## src/rtl/i2c_slave_resp_pkg.sv

```systemverilog
// Shared types and constants for the I2C responder: FSM state encoding,
// the R/W bit values, and the ACK/NACK line levels.
package i2c_resp_pkg;

  typedef enum logic [2:0] {
    ST_IDLE,
    ST_ADDR,
    ST_ADDR_ACK,
    ST_WR_BYTE,
    ST_WR_ACK,
    ST_RD_BYTE,
    ST_RD_ACK,
    ST_IGNORE
  } i2c_resp_state_t;

  localparam logic I2C_WRITE = 1'b0;
  localparam logic I2C_READ  = 1'b1;
  localparam logic I2C_ACK   = 1'b0;
  localparam logic I2C_NACK  = 1'b1;

endpackage

```

## src/rtl/i2c_slave_resp_if.sv

```systemverilog
// Bus-side bundle of the I2C responder: the wired SCL/SDA view, the open-drain
// SDA drive, and the write-event stream used for scoreboarding.
interface i2c_slave_resp_if #(
  parameter int DATA_W = 8,
  parameter int PTR_W  = 4
);
  logic              scl_i;
  logic              sda_i;
  logic              sda_o;
  logic              busy;
  logic              wr_valid;
  logic [PTR_W-1:0]  wr_addr;
  logic [DATA_W-1:0] wr_data;

  modport slave (
    input  scl_i, sda_i,
    output sda_o, busy, wr_valid, wr_addr, wr_data
  );

  modport master (
    output scl_i, sda_i,
    input  sda_o, busy, wr_valid, wr_addr, wr_data
  );
endinterface

```

## src/rtl/i2c_slave_resp_bus_sync.sv

```systemverilog
// Two-flop synchronizer for SCL/SDA plus one history stage, producing SCL edge
// strobes and START/STOP detection in the clk_i domain.
module i2c_bus_sync (
  input  logic clk_i,
  input  logic rst_i,
  input  logic scl_i,
  input  logic sda_i,
  output logic scl_rise,
  output logic scl_fall,
  output logic start_det,
  output logic stop_det,
  output logic sda_s
);

  // [0] metastability flop, [1] synchronized value, [2] previous synchronized value.
  // Reset to the idle-high bus level so no edges are fabricated out of reset.
  logic [2:0] r_sclPipe;
  logic [2:0] r_sdaPipe;
  logic       w_sclNow;
  logic       w_sclPrev;
  logic       w_sdaNow;
  logic       w_sdaPrev;

  always_ff @(posedge clk_i or posedge rst_i) begin
    if (rst_i) begin
      r_sclPipe <= 3'b111;
      r_sdaPipe <= 3'b111;
    end else begin
      r_sclPipe <= {r_sclPipe[1:0], scl_i};
      r_sdaPipe <= {r_sdaPipe[1:0], sda_i};
    end
  end

  assign w_sclNow  = r_sclPipe[1];
  assign w_sclPrev = r_sclPipe[2];
  assign w_sdaNow  = r_sdaPipe[1];
  assign w_sdaPrev = r_sdaPipe[2];

  assign scl_rise  = w_sclNow & ~w_sclPrev;
  assign scl_fall  = ~w_sclNow & w_sclPrev;
  assign start_det = w_sclNow & w_sclPrev & ~w_sdaNow & w_sdaPrev;
  assign stop_det  = w_sclNow & w_sclPrev & w_sdaNow & ~w_sdaPrev;
  assign sda_s     = w_sdaNow;

endmodule

```

## src/rtl/i2c_slave_resp.sv

```systemverilog
// I2C responder at a fixed 7-bit address serving a small byte memory through
// a persistent register pointer; every stored byte is reported on wr_*.
module i2c_slave_resp
  import i2c_resp_pkg::*;
#(
  parameter int          I2C_ADDR_WIDTH = 7,
  parameter int          I2C_DATA_WIDTH = 8,
  parameter logic [6:0]  SLAVE_ADDR     = 7'h22,
  parameter int          MEM_DEPTH      = 16
) (
  input  logic              clk_i,
  input  logic              rst_i,
  i2c_slave_resp_if.slave   bus
);

  localparam int PTR_W = $clog2(MEM_DEPTH);
  localparam int DW    = I2C_DATA_WIDTH;

  i2c_resp_state_t r_state, w_stateNext;
  logic [3:0]       r_bitCnt, w_bitCntNext;
  logic [DW-1:0]    r_shift, w_shiftNext;
  logic             r_sdaO, w_sdaONext;
  logic [PTR_W-1:0] r_ptr, w_ptrNext;
  logic             r_firstByte, w_firstNext;
  logic             r_busy, w_busyNext;
  logic             r_rw, w_rwNext;
  logic             r_mstAck, w_mstAckNext;
  logic             w_memWe;
  logic [DW-1:0]    w_wrByte;
  logic [DW-1:0]    r_mem [MEM_DEPTH];
  logic             r_wrValid;
  logic [PTR_W-1:0] r_wrAddr;
  logic [DW-1:0]    r_wrData;

  logic w_sclRise, w_sclFall, w_startDet, w_stopDet, w_sdaS;

  i2c_bus_sync u_sync (
    .clk_i     (clk_i),
    .rst_i     (rst_i),
    .scl_i     (bus.scl_i),
    .sda_i     (bus.sda_i),
    .scl_rise  (w_sclRise),
    .scl_fall  (w_sclFall),
    .start_det (w_startDet),
    .stop_det  (w_stopDet),
    .sda_s     (w_sdaS)
  );

  always_ff @(posedge clk_i or posedge rst_i) begin
    if (rst_i) begin
      r_state     <= ST_IDLE;
      r_bitCnt    <= '0;
      r_shift     <= '0;
      r_sdaO      <= 1'b1;
      r_ptr       <= '0;
      r_firstByte <= 1'b0;
      r_busy      <= 1'b0;
      r_rw        <= I2C_WRITE;
      r_mstAck    <= I2C_NACK;
    end else begin
      r_state     <= w_stateNext;
      r_bitCnt    <= w_bitCntNext;
      r_shift     <= w_shiftNext;
      r_sdaO      <= w_sdaONext;
      r_ptr       <= w_ptrNext;
      r_firstByte <= w_firstNext;
      r_busy      <= w_busyNext;
      r_rw        <= w_rwNext;
      r_mstAck    <= w_mstAckNext;
    end
  end

  // sda_o only moves on a detected SCL fall, so the master always sees stable
  // data while SCL is high; START/STOP override everything and release the line.
  always_comb begin
    w_stateNext  = r_state;
    w_bitCntNext = r_bitCnt;
    w_shiftNext  = r_shift;
    w_sdaONext   = r_sdaO;
    w_ptrNext    = r_ptr;
    w_firstNext  = r_firstByte;
    w_busyNext   = r_busy;
    w_rwNext     = r_rw;
    w_mstAckNext = r_mstAck;
    w_memWe      = 1'b0;
    w_wrByte     = {r_shift[DW-2:0], w_sdaS};

    if (w_startDet) begin
      w_stateNext  = ST_ADDR;
      w_bitCntNext = '0;
      w_sdaONext   = I2C_NACK;
      w_busyNext   = 1'b0;
    end else if (w_stopDet) begin
      w_stateNext  = ST_IDLE;
      w_bitCntNext = '0;
      w_sdaONext   = I2C_NACK;
      w_busyNext   = 1'b0;
    end else begin
      case (r_state)
        ST_ADDR: begin
          if (w_sclRise) begin
            w_shiftNext  = w_wrByte;
            w_bitCntNext = r_bitCnt + 4'd1;
          end else if (w_sclFall && r_bitCnt == 4'd8) begin
            w_bitCntNext = '0;
            if (r_shift[DW-1 -: I2C_ADDR_WIDTH] == SLAVE_ADDR) begin
              w_stateNext = ST_ADDR_ACK;
              w_sdaONext  = I2C_ACK;
              w_busyNext  = 1'b1;
              w_rwNext    = r_shift[0];
            end else begin
              w_stateNext = ST_IGNORE;
            end
          end
        end
        ST_ADDR_ACK: begin
          if (w_sclFall) begin
            w_bitCntNext = '0;
            if (r_rw == I2C_WRITE) begin
              w_stateNext = ST_WR_BYTE;
              w_sdaONext  = I2C_NACK;
              w_firstNext = 1'b1;
            end else begin
              w_stateNext = ST_RD_BYTE;
              w_shiftNext = r_mem[r_ptr];
              w_sdaONext  = r_mem[r_ptr][DW-1];
            end
          end
        end
        ST_WR_BYTE: begin
          if (w_sclRise) begin
            w_shiftNext  = w_wrByte;
            w_bitCntNext = r_bitCnt + 4'd1;
            if (r_bitCnt == 4'd7) begin
              if (r_firstByte) begin
                w_ptrNext   = w_wrByte[PTR_W-1:0];
                w_firstNext = 1'b0;
              end else begin
                w_memWe   = 1'b1;
                w_ptrNext = r_ptr + PTR_W'(1);
              end
            end
          end else if (w_sclFall && r_bitCnt == 4'd8) begin
            w_stateNext  = ST_WR_ACK;
            w_sdaONext   = I2C_ACK;
            w_bitCntNext = '0;
          end
        end
        ST_WR_ACK: begin
          if (w_sclFall) begin
            w_stateNext = ST_WR_BYTE;
            w_sdaONext  = I2C_NACK;
          end
        end
        ST_RD_BYTE: begin
          if (w_sclRise) begin
            w_bitCntNext = r_bitCnt + 4'd1;
          end else if (w_sclFall && r_bitCnt == 4'd8) begin
            w_stateNext  = ST_RD_ACK;
            w_sdaONext   = I2C_NACK;
            w_ptrNext    = r_ptr + PTR_W'(1);
            w_bitCntNext = '0;
          end else if (w_sclFall && r_bitCnt != 4'd0) begin
            w_shiftNext = {r_shift[DW-2:0], 1'b0};
            w_sdaONext  = r_shift[DW-2];
          end
        end
        ST_RD_ACK: begin
          if (w_sclRise) begin
            w_mstAckNext = w_sdaS;
            w_bitCntNext = 4'd1;
          end else if (w_sclFall && r_bitCnt == 4'd1) begin
            w_bitCntNext = '0;
            if (r_mstAck == I2C_ACK) begin
              w_stateNext = ST_RD_BYTE;
              w_shiftNext = r_mem[r_ptr];
              w_sdaONext  = r_mem[r_ptr][DW-1];
            end else begin
              w_stateNext = ST_IGNORE;
            end
          end
        end
        ST_IDLE, ST_IGNORE: begin
        end
        default: begin
          w_stateNext = ST_IDLE;
        end
      endcase
    end
  end

  always_ff @(posedge clk_i or posedge rst_i) begin
    if (rst_i) begin
      for (int i = 0; i < MEM_DEPTH; i++) r_mem[i] <= '0;
    end else if (w_memWe) begin
      r_mem[r_ptr] <= w_wrByte;
    end
  end

  // Event outputs hold the last stored byte until the next pulse.
  always_ff @(posedge clk_i or posedge rst_i) begin
    if (rst_i) begin
      r_wrValid <= 1'b0;
      r_wrAddr  <= '0;
      r_wrData  <= '0;
    end else begin
      r_wrValid <= w_memWe;
      if (w_memWe) begin
        r_wrAddr <= r_ptr;
        r_wrData <= w_wrByte;
      end
    end
  end

  assign bus.sda_o    = r_sdaO;
  assign bus.busy     = r_busy;
  assign bus.wr_valid = r_wrValid;
  assign bus.wr_addr  = r_wrAddr;
  assign bus.wr_data  = r_wrData;

endmodule

```

## src/flat_wrapper.sv

```systemverilog
// flat-port wrapper written by rule: the top's interface ports become plain ports
module i2c_slave_resp_flat import i2c_resp_pkg::*;
#(
  parameter int          I2C_ADDR_WIDTH = 7,
  parameter int          I2C_DATA_WIDTH = 8,
  parameter logic [6:0]  SLAVE_ADDR     = 7'h22,
  parameter int          MEM_DEPTH      = 16
)
  (clk_i, rst_i, bus_scl_i, bus_sda_i, bus_sda_o, bus_busy, bus_wr_valid, bus_wr_addr, bus_wr_data);
  i2c_slave_resp_if bus_i ();
  input  logic clk_i;
  input  logic rst_i;
  input wire logic [$bits(bus_i.scl_i)-1:0] bus_scl_i;
  input wire logic [$bits(bus_i.sda_i)-1:0] bus_sda_i;
  output wire logic [$bits(bus_i.sda_o)-1:0] bus_sda_o;
  output wire logic [$bits(bus_i.busy)-1:0] bus_busy;
  output wire logic [$bits(bus_i.wr_valid)-1:0] bus_wr_valid;
  output wire logic [$bits(bus_i.wr_addr)-1:0] bus_wr_addr;
  output wire logic [$bits(bus_i.wr_data)-1:0] bus_wr_data;
  assign bus_i.scl_i = bus_scl_i;
  assign bus_i.sda_i = bus_sda_i;
  assign bus_sda_o = bus_i.sda_o;
  assign bus_busy = bus_i.busy;
  assign bus_wr_valid = bus_i.wr_valid;
  assign bus_wr_addr = bus_i.wr_addr;
  assign bus_wr_data = bus_i.wr_data;
  i2c_slave_resp #(.I2C_ADDR_WIDTH(I2C_ADDR_WIDTH), .I2C_DATA_WIDTH(I2C_DATA_WIDTH), .SLAVE_ADDR(SLAVE_ADDR), .MEM_DEPTH(MEM_DEPTH)) u_core (.clk_i(clk_i), .rst_i(rst_i), .bus(bus_i));
endmodule
```

## config.mk

```make
export PLATFORM = sky130hd
export DESIGN_NAME = i2c_slave_resp_flat
export DESIGN_NICKNAME = d
export VERILOG_FILES = /design/src/rtl/i2c_slave_resp_pkg.sv /design/src/rtl/i2c_slave_resp_if.sv /design/src/rtl/i2c_slave_resp_bus_sync.sv /design/src/rtl/i2c_slave_resp.sv /design/src/flat_wrapper.sv
export SDC_FILE = /design/constraint.sdc
export NUM_CORES = 1
export LEC_CHECK = 0
export BUFFER_PORTS_ARGS = -buffer_cell sky130_fd_sc_hd__buf_2
export CORE_UTILIZATION = 40
export CTS_CLUSTER_SIZE = 40
export DETAILED_ROUTE_END_ITERATION = 8
export REMOVE_ABC_BUFFERS = 1
export SYNTH_ARGS = -nofsm -noshare
export SYNTH_HDL_FRONTEND = slang
export SYNTH_HIERARCHICAL = 1
export SYNTH_SLANG_ARGS = --single-unit
```

## constraint.sdc

```tcl
create_clock -name clk_i -period 11.7 [get_ports clk_i]
set_clock_uncertainty 0.2 [all_clocks]
set_input_delay 3.51 -clock clk_i [delete_from_list [all_inputs] [get_ports clk_i]]
set_output_delay 3.51 -clock clk_i [all_outputs]
set_load 0.02 [all_outputs]
```

After elaboration in Yosys (flattened, before gate mapping)
Index checks and enable logic that the tools add are counted.
Widths: inputs -> output; s select.
Storage, ports and cells
  flip-flop bits (word level): 171
  latch bits: 0
  bits in writable memories: 0
  bits in read-only memories: 0
  input bits: 4
  output and inout bits: 15
  logic and storage cells: 192
  memories: 0
Operators by class
  $add $sub $neg: 2
  $mul: 0
  div/mod/pow operators: 0
  magnitude comparators: 2
  equal/unequal tests: 39
  shifts and indexed selects: 0
  mux-type cells: 80
  bitwise operators: 15
  reductions and logical operators: 24
Operators with widths (count)
  $bwmux 128: 1
  $mux 8: 12
  $mux 4: 12
  $mux 3: 14
  $bmux 8 s4: 1
  $demux 8 s4: 1
  $mux 1: 32
  $pmux 8 s4: 1
  $ne 4x3->1 const B: 7
  $ne 4x4->1 const B: 5
  $pmux 3 s6: 1
  $ne 2x1->1 const B: 7
  $reduce_and 7->1: 2
  $reduce_and 13->1: 1
  $ne 2x2->1 const B: 6
  $pmux 4 s3: 1
  $reduce_and 12->1: 1
  $reduce_and 4->1: 3
  $reduce_and 11->1: 1
  $eq 3x3->1 const B: 3
  $reduce_bool 3->1: 3
  $add 4x1->4 const B: 2
  $pmux 4 s2: 1
  $reduce_bool 4->1: 2
  25 further kinds: 42

Longest topological paths before layout
Gate-level depths: netlist of run 1.
  depth after elaboration: 10
  depth in mapped cells: 8
  depth with buffers taken out: 7

Hierarchy
The synthesis of run 1 kept the hierarchy.
Modules (own cells, without submodules)
  i2c_slave_resp: instances 1, cells each 636, area an instance 8150.3 µm², sequential area each 4131.5 µm²
  i2c_bus_sync: instances 1, cells each 11, area an instance 193.9 µm², sequential area each 157.7 µm²

Least setup slack after synthesis of run 1
OpenSTA, ideal clock, no wires.
  path type: flip-flop to output port
  start point: reg u_core.r_sdaO, in the netlist u_core/bus.sda_o
  end point: out bus_sda_o
  arrival time: 563 ps
  required time: 7990 ps
  path slack: 7427 ps
  stages on the path, launching flop included: 1
  path buffers: 0
  cells stage by stage: dfstp_2
RTL lines
  start, declared: RTL line i2c_slave_resp.sv:22  | logic r_sdaO, w_sdaONext;
  start signal, assigned: RTL line i2c_slave_resp.sv:64  | r_sdaO <= w_sdaONext;
  end, declared: RTL line flat_wrapper.sv:15  | output wire logic [$bits(bus_i.sda_o)-1:0] bus_sda_o;
No word-level cell between the ends.

==> results of run 1 <==
-- flip-flops by register name, summed over array words and instances, names as in the netlist --
| register | flops |
|---|---|
| u_core/bus.busy | 1 |
| u_core/bus.sda_o | 1 |
| u_core/bus.wr_addr | 4 |
| u_core/bus.wr_data | 8 |
| u_core/bus.wr_valid | 1 |
| u_core/r_bitCnt | 4 |
| u_core/r_firstByte | 1 |
| u_core/r_mem | 128 |
| u_core/r_mstAck | 1 |
| u_core/r_ptr | 4 |
| u_core/r_rw | 1 |
| u_core/r_shift | 8 |
| u_core/r_state | 3 |
| u_core/u_sync/r_sclPipe | 3 |
| u_core/u_sync/r_sdaPipe | 3 |
-- final cells by class --
class	instances	area share
Sequential cell	171	0.465
Multi-Input combinational cell	417	0.411
Clock buffer	18	0.0476
Tap cell	270	0.0366
Clock inverter	14	0.0187
Timing Repair Buffer	23	0.0138
Inverter	14	0.00624
-- Yosys cell counts, drive strengths merged, types with 4 or more instances --
cell	n	share of area
mux2i	22	0.026
a221oi	5	0.0052
a21oi	19	0.013
nor3	9	0.0054
ha	7	0.010
o21ai	15	0.0090
mux4	25	0.067
nand3	13	0.010
nor2	22	0.013
dfrtp	163	0.49
nor2b	8	0.0060
dfstp	8	0.025
nand2	67	0.034
inv	13	0.0058
a31oi	10	0.0090
mux2	131	0.18
clkbuf	26	0.012
nor3b	4	0.0042
buf	19	0.013
-- critical path: cells and delay by family --
family                 cells  cell delay (ns)
buffers and inverters      3             1.55
-- power by group --
| part | total [W] | internal (W) | switching [W] |
|---|---|---|---|
| combinational | 0.000186 | 0.0000814 | 0.000104 |
| sequential | 0.000750 | 0.000617 | 0.000133 |
| clock | 0.000571 | 0.000313 | 0.000258 |
| total | 0.00151 | 0.00101 | 0.000496 |
-- worst min-delay path by stage --
stage,startpoint,to,slack [ns]
finish,u_core/u_sync/r_sclPipe[0]$_DFF_PP1_,u_core/u_sync/r_sclPipe[1]$_DFF_PP1_,0.15
global route,u_core/u_sync/r_sclPipe[0]$_DFF_PP1_,u_core/u_sync/r_sclPipe[1]$_DFF_PP1_,0.16
CTS,u_core/u_sync/r_sclPipe[0]$_DFF_PP1_,u_core/u_sync/r_sclPipe[1]$_DFF_PP1_,0.15
detailed placement,u_core/u_sync/r_sclPipe[0]$_DFF_PP1_,u_core/u_sync/r_sclPipe[1]$_DFF_PP1_,0.15
global placement,u_core/u_sync/r_sdaPipe[0]$_DFF_PP1_,u_core/u_sync/r_sdaPipe[1]$_DFF_PP1_,0.15
floorplan,u_core/u_sync/r_sclPipe[0]$_DFF_PP1_,u_core/u_sync/r_sclPipe[1]$_DFF_PP1_,0.15
-- layer usage --
metal / GRT usage / share of wire
met1: 0.251 / 0.46
met3: 0.0347 / 0.041
met5: 0 / 0
met2: 0.305 / 0.48
met4: 0.0667 / 0.018
-- placed cells by master, fill, tap and decap left out, types with 5 or more instances in the layout --
master / count
nand2_2: 12
a31oi_1: 8
mux4_2: 25
buf_4: 5
nor3_1: 9
o21ai_0: 15
dfstp_2: 8
nand3_1: 9
a21oi_1: 18
ha_1: 7
buf_2: 18
mux2_2: 131
clkbuf_16: 17
nand2_1: 55
dfrtp_1: 162
nor2_1: 18
inv_1: 11
mux2i_1: 22
a221oi_1: 5
nor2b_1: 8
inv_8: 6
-- cells by family after synthesis --
kind of cell	count (synthesis)	synth area share
fa+ha+maj	8	0.0117
mux	178	0.271
flops	171	0.514
compound gates	79	0.0682
buf+inv	59	0.0315
simple gates	151	0.103
xor+xnor	1	0.00105
-- per-stage QoR --
step | power [W] | instances | util
2_1_floorplan | 0.000847 | 602 | -
3_3_place_gp | 0.000933 | 895 | 0.423
3_5_place_dp | 0.000939 | 895 | 0.423
4_1_cts | 0.00152 | 927 | 0.453
5_1_grt | 0.00158 | 927 | 0.453
6_report | 0.00151 | 927 | 0.453
==> results.toml, run 1 <==
[worst_hold_path]
hold_path_class = "reg2reg"
hold_depth = 0

[timing]
fin_crit_sh = 0.419
layout_min_cycle_time_ns = 4.90
finalWorstSetupSlack_ns = 6.80
hold_viol = 0
final-max-slew-violation-count = 0
hold_slack_ns = 0.154
tightest_slew_ns = 0.931
fmax_mhz = 204
rsz0062_at_grt = "false"
relSlewSlack = 0.380
setup_viol = 0
tns_ns = 0

[route]
wl_mm = 18.6
viasPerCell = 5.67
drt_pre_antenna_iters = 4
routedWlPerCell_um = 20.1
drt_iter0_markers = 379
vias = 5259
postRouteAntennaNets = 0
drc = 0

[critical_path]
worstPathRequired_ns = 11.93
cp-startpoint = "rst_i"
reg2regPathDepth = 6
crit_arrival_ns = 5.13
reg2reg_setup_slack_ns = 8.41
reg2reg_to = "u_core/r_mem[22]$_DFFE_PP0P_"
endpoint = "u_core/r_mem[33]$_DFFE_PP0P_"
crit_type = "in2async"
cp-end-kind = "asynchronous set/reset pin"
cp_max_fo = 91
start_kind = "input port"
crit_slowest_cell = "buf_4"
max_stage_delay_ns = 0.85
r2r-start = "u_core/u_sync/r_sclPipe[1]$_DFF_PP1_"
crit_chain = "buf_2 > inv_6 > buf_4"

[place]
preCtsSetupSlack_ns = 6.26
placed_area_um2 = 8610
dp_hpwl_mm = 12.1
port-buffer-count = 18
globalplace.congestion = 0.855

[synth]
ys.flop_type = "dfrtp_1"
seq_area_frac_synth = 0.514
ys_types = 70
postSynthAreaPerCell_um2 = 12.9
synth_area_um2 = 8340
synthCells = 647
yosys_warnings = 6
async_flop_share = 1.00
ys_ff_latch = 171
synth_edf_count = 0

[clock_tree]
cts_buffers = 17
clockBufferDepth = 2
insertion_delay_ns = 0.44
clkSlewWorstSetupHoldPaths_ns = 0.07
post_cts_resized = 0
cts_tree = "done"
post_cts_buffers = 0
clock_sinks = 171
h-tree-depth = 4
holdBufCountCts = 0
root_buffer = "clkbuf_16"

[die]
core-area_um2 = 20400
start_util = 0.410
ios = 19
fp.dieH_um = 146
rows = 52
die_w_um = 146
dieArea_um2 = 21400

[global_route]
antenna_found_initial = 0
grt_max_degree = 92
grt_pass1_vias = 5438
grt_usage = 0.187
grt.overflow.total = 0
grt_pass1_wl_mm = 30.4

[pwr]
ir_worst_vdd_v = 0.0000986
p_leak_nw = 4.31
p_per_area_nw_per_um2 = 163

[layout]
n_antenna_cell = 0
multi_input_area_um2 = 3790
fillers = 1844
regArea_um2 = 4290
syn2layout_area_growth_pct = 10.5
fin_area_um2 = 9220
nets = 655
drive_above_1_share = 0.393

[run]
cap_violations = 0

[outcome]
outcome = "finished clean"
No activity file was read; power rests on OpenSTA's default activity.
==> run 2: changes to the inputs <==
- clock period: 11.7 -> 4.77 ns (I/O delays scaled with it)
==> run 2 against run 1 <==
Effect of this change: non-clock buffer count rose by 2; via count down 0.36%; final area down 0.15%; count of clock-buffer cells in the layout rose by 1; global-route usage rose by 0.51 points; final cell count grew 0.22%; flip-flop and latch count stayed put; critical endpoint is now u_core/r_mem[5]$_DFFE_PP0P_; clock power is 130% higher; worst setup slack worse by 5.3 ns; register-to-register slack worse by 6.9 ns.
==> results.toml, run 2 (same netlist as run 1, synthesis figures left out) <==
[place]
dp.cells = 897
placed_area_um2 = 8630
port-buffer-count = 18
dp_hpwl_mm = 12.8
globalplace.congestion = 0.845

[timing]
layout_min_cycle_time_ns = 3.24
fmax_mhz = 309
tightest_slew_ns = 0.882
setup_viol = 0
hold_viol = 0
fin_crit_sh = 0.679
rsz0062_at_grt = "false"
final-max-slew-violation-count = 0
relSlewSlack = 0.412
hold_slack_ns = 0.157

[layout]
n_antenna_cell = 0
drive_above_1_share = 0.393
syn2layout_area_growth_pct = 10.3
final_cell_mix = "162 x dfrtp_1, 131 x mux2_2, 55 x nand2_1"
post-route-util = 0.452
layout_commonest_cell = "dfrtp_1"
instances_no_fill = 929
largest_reg_flops = 128
top_register = "u_core/r_mem"
nets = 657
fin_area_um2 = 9200

[route]
wl_mm = 19.1
routedWlPerCell_um = 20.6
drc = 0
postRouteAntennaNets = 0
drt_pre_antenna_iters = 5
viasPerCell = 5.64
drt_iter0_markers = 242
vias = 5240

[critical_path]
reg2regPathDepth = 6
max_stage_delay_ns = 0.57
r2r-start = "u_core/u_sync/r_sclPipe[1]$_DFF_PP1_"
cp_num_buf_inv = 0
critical_path.top_delay_family = "simple AND/OR/NAND/NOR gates"
crit_slowest_cell = "nor2b_1"
crit_type = "reg2reg"
crit_chain = "nor2b_1 > nor3b_2 > nand4_4 > nor2_4 > nand3_2 > mux2_2"
cp-startpoint = "u_core/u_sync/r_sclPipe[1]$_DFF_PP1_"
start_kind = "flop"
reg2reg_setup_slack_ns = 1.53
crit_arrival_ns = 3.35
cp_max_fo = 19
reg2reg_to = "u_core/r_mem[5]$_DFFE_PP0P_"
cp-end-kind = "flop"
worstPathRequired_ns = 4.88

[worst_hold_path]
hold_depth = 0
min_to = "u_core/u_sync/r_sdaPipe[1]$_DFF_PP1_"
min_from = "u_core/u_sync/r_sdaPipe[0]$_DFF_PP1_"
hold_path_class = "reg2reg"

[clock_tree]
insertion_delay_ns = 0.42
clockBufferDepth = 2
h-tree-depth = 4
post_cts_resized = 0
root_buffer = "clkbuf_16"
holdBufCountCts = 0
cts_tree = "done"
cts_buffers = 17
clock_sinks = 171
clkSlewWorstSetupHoldPaths_ns = 0.07
post_cts_buffers = 0

[run]
cap_violations = 0

[die]
die_w_um = 146
core-area_um2 = 20400
fp.dieH_um = 146
start_util = 0.410
ios = 19
rows = 52
dieArea_um2 = 21400

[pwr]
p_per_area_nw_per_um2 = 396
power_switching_w = 0.00121
total_power_w = 0.00364
pwr-share-comb = 0.126
p_sw_frac = 0.334
clock_power_share = 0.366
p_leak_nw = 4.31
ir_worst_vdd_v = 0.000231
p_int_w = 0.00243
seqPwrFrac = 0.508

[global_route]
grt_usage = 0.193
grt_max_degree = 72
grt.overflow.total = 0
antenna_found_initial = 0
grt_pass1_vias = 5547
grt_pass1_wl_mm = 31.3

[outcome]
outcome = "finished clean"
## run 2: cell types whose count changed in the layout (fill, tap and decap cells not counted), sizes merged
cell,delta
buf,+2
bufinv,-1
clkbuf,+1
clkinvlp,-1
inv,+1
## run 2: worst max-delay path by stage
stage          slack, ns                      endpoint  cells after the start
6_report            1.53   u_core/r_mem[5]$_DFFE_PP0P_                      6
5_1_grt             1.40   u_core/r_mem[0]$_DFFE_PP0P_                      6
4_1_cts             1.58  u_core/r_mem[27]$_DFFE_PP0P_                      6
3_5_place_dp        1.56   u_core/r_mem[5]$_DFFE_PP0P_                      6
3_3_place_gp        1.64   u_core/r_mem[7]$_DFFE_PP0P_                      6
2_1_floorplan      -1.32   u_core/bus.busy$_DFFE_PP0P_                      1
## run 2: per-stage QoR
stage	setup TNS (ns)	worst slack [ns]
6_report	0	1.53
3_3_place_gp	0	1.64
5_1_grt	0	1.40
3_5_place_dp	0	1.56
2_1_floorplan	-215.23	-1.32
4_1_cts	0	1.58
## run 2: worst register-to-register path, cell delays in order (launching register included)
cell,delay (ns)
dfstp_2,0.56
nor2b_1,0.57
nor3b_2,0.40
nand4_4,0.39
nor2_4,0.35
nand3_2,0.27
mux2_2,0.38
## run 2: power groups by stage
stage	combinational, W	clock [W]	sequential, W
after floorplan	0.000356	0	0.00172
after global placement	0.000453	0	0.00187
after detailed placement	0.000457	0	0.00188
after CTS	0.000457	0.00137	0.00185
after global routing	0.000507	0.00144	0.00188
final	0.000459	0.00133	0.00185
## run 2: area by class of cell
type | instances | area, µm²
multi-input combinational | 417 | 3790
timing repair buffer | 25 | 155
clock inverter | 13 | 128
tap | 270 | 338
fill | 1833 | 11200
sequential | 171 | 4290
inverter | 14 | 57.6
clock buffer | 19 | 443
## run 2: metal layers
| metal | global-route usage | part of all wire | routed length (µm) | up-vias |
|---|---|---|---|---|
| met1 | 0.252 | 0.45 | 8570 | 2765 |
| met5 | 0 | 0 | 0 | - |
| met2 | 0.310 | 0.49 | 9320 | 104 |
| li1 | - | - | - | 2348 |
| met3 | 0.0506 | 0.043 | 830 | 23 |
| met4 | 0.0661 | 0.020 | 391 | 0 |
==> run 3: changes to the inputs <==
- clock period: 4.77 -> 2.74 ns (I/O delays scaled with it)
==> run 3 against run 2 <==
Effect of this change: sequential share of layout area shrank 0.97 points; non-clock buffer count is 24 higher; final area grew 2.1%; worst hold slack improved by 0.0050 ns; utilization grew 0.96 points; sequential power increased by 52%; via count grew 2.1%; first-iteration DRC count grew 29%; die area unchanged; global-route usage increased by 0.21 points; clock power up 70%; largest power group unchanged.
==> results.toml, run 3 (same netlist as run 1, synthesis figures left out) <==
[clock_tree]
cts_buffers = 17
post_cts_resized = 0
insertion_delay_ns = 0.42
root_buffer = "clkbuf_16"
holdBufCountCts = 0
post_cts_buffers = 0
clockBufferDepth = 2
cts_tree = "done"
h-tree-depth = 4
clkSlewWorstSetupHoldPaths_ns = 0.07
clock_sinks = 171

[layout]
nets = 681
final_cell_mix = "162 x dfrtp_1, 131 x mux2_2, 55 x nand2_1"
fin_area_um2 = 9400
drive_above_1_share = 0.414
n_antenna_cell = 0
top_register = "u_core/r_mem"
layout_commonest_cell = "dfrtp_1"
syn2layout_area_growth_pct = 12.7
largest_reg_flops = 128
instances_no_fill = 953

[worst_hold_path]
min_from = "u_core/u_sync/r_sdaPipe[0]$_DFF_PP1_"
hold_depth = 0
min_to = "u_core/u_sync/r_sdaPipe[1]$_DFF_PP1_"
hold_path_class = "reg2reg"

[place]
dp_hpwl_mm = 13.2
globalplace.congestion = 0.884
dp.cells = 921
placed_area_um2 = 8850
port-buffer-count = 18
preCtsSetupSlack_ns = 0.183

[global_route]
grt_max_degree = 49
grt.overflow.total = 0
grt_pass1_vias = 5529
grt_pass1_wl_mm = 31.7
antenna_found_initial = 0
grt_usage = 0.195

[timing]
rsz0062_at_grt = "false"
fmax_mhz = 383
hold_slack_ns = 0.162
tns_ns = 0
final-max-slew-violation-count = 0
relSlewSlack = 0.343
setup_viol = 0
hold_viol = 0
finalWorstSetupSlack_ns = 0.131
fin_crit_sh = 0.952
tightest_slew_ns = 0.972
layout_min_cycle_time_ns = 2.61

[die]
rows = 52
fp.dieH_um = 146
ios = 19
core-area_um2 = 20400
die_w_um = 146
start_util = 0.410
dieArea_um2 = 21400

[critical_path]
cp_max_fo = 8
crit_slowest_cell = "or4_4"
crit_arrival_ns = 2.75
start_kind = "flop"
cp-end-kind = "flop"
max_stage_delay_ns = 0.51
worstPathRequired_ns = 2.88
critical_path.top_delay_family = "simple AND/OR/NAND/NOR gates"
crit_chain = "inv_1 > ha_1 > nor3b_1 > or4_4 > a311oi_4 > buf_4 > nor2_1 > a31oi_1"
cp_num_buf_inv = 2
reg2reg_setup_slack_ns = 0.13
crit_type = "reg2reg"
reg2regPathDepth = 8
reg2reg_to = "u_core/r_shift[5]$_DFFE_PP0P_"
r2r-start = "u_core/r_bitCnt[0]$_DFFE_PP0P_"

[route]
vias = 5348
postRouteAntennaNets = 0
drt_iter0_markers = 312
drc = 0
drt_pre_antenna_iters = 5
viasPerCell = 5.61
routedWlPerCell_um = 20.7
wl_mm = 19.8

[pwr]
p_leak_nw = 4.41
p_per_area_nw_per_um2 = 686
ir_worst_vdd_v = 0.000436

[outcome]
outcome = "finished clean"

[run]
cap_violations = 0
## run 3: layer usage
layer	share of wire	track usage	vias up
li1	-	-	2404
met1	0.45	0.258	2801
met2	0.49	0.323	124
met3	0.036	0.0388	19
met4	0.020	0.0557	0
met5	0	0	-
## run 3: area by class of cell
| type | instances | area [µm²] |
|---|---|---|
| Clock buffer | 19 | 443 |
| Inverter | 14 | 57.6 |
| Fill cell | 1819 | 11000 |
| Multi-Input combinational cell | 417 | 3790 |
| Tap cell | 270 | 338 |
| Sequential cell | 171 | 4290 |
| Clock inverter | 13 | 106 |
| Timing Repair Buffer | 49 | 373 |
## run 3: worst max-delay path by stage
stage / cells past startpoint / from / endpoint / slack, ns
floorplan: 1 / rst_i / u_core/bus.busy$_DFFE_PP0P_ / -2.74
global placement: 8 / u_core/r_bitCnt[0]$_DFFE_PP0P_ / u_core/r_shift[5]$_DFFE_PP0P_ / 0.17
detailed placement: 8 / u_core/r_bitCnt[0]$_DFFE_PP0P_ / u_core/r_shift[5]$_DFFE_PP0P_ / 0.18
CTS: 8 / u_core/r_bitCnt[0]$_DFFE_PP0P_ / u_core/r_shift[5]$_DFFE_PP0P_ / 0.15
global route: 8 / u_core/r_bitCnt[0]$_DFFE_PP0P_ / u_core/r_shift[5]$_DFFE_PP0P_ / 0.03
finish: 8 / u_core/r_bitCnt[0]$_DFFE_PP0P_ / u_core/r_shift[5]$_DFFE_PP0P_ / 0.13
## run 3: power by group
part	switching [W]	total [W]	internal, W
sequential	0.000180	0.00282	0.00264
clock	0.00105	0.00226	0.00121
combinational	0.000885	0.00136	0.000477
## run 3: metrics by stage
| step | total power, W | util |
|---|---|---|
| final | 0.00645 | 0.462 |
| after global routing | 0.00674 | 0.462 |
| after CTS | 0.00649 | 0.462 |
| after detailed placement | 0.00422 | 0.435 |
| after global placement | 0.00420 | 0.435 |
| after floorplan | 0.00362 | - |
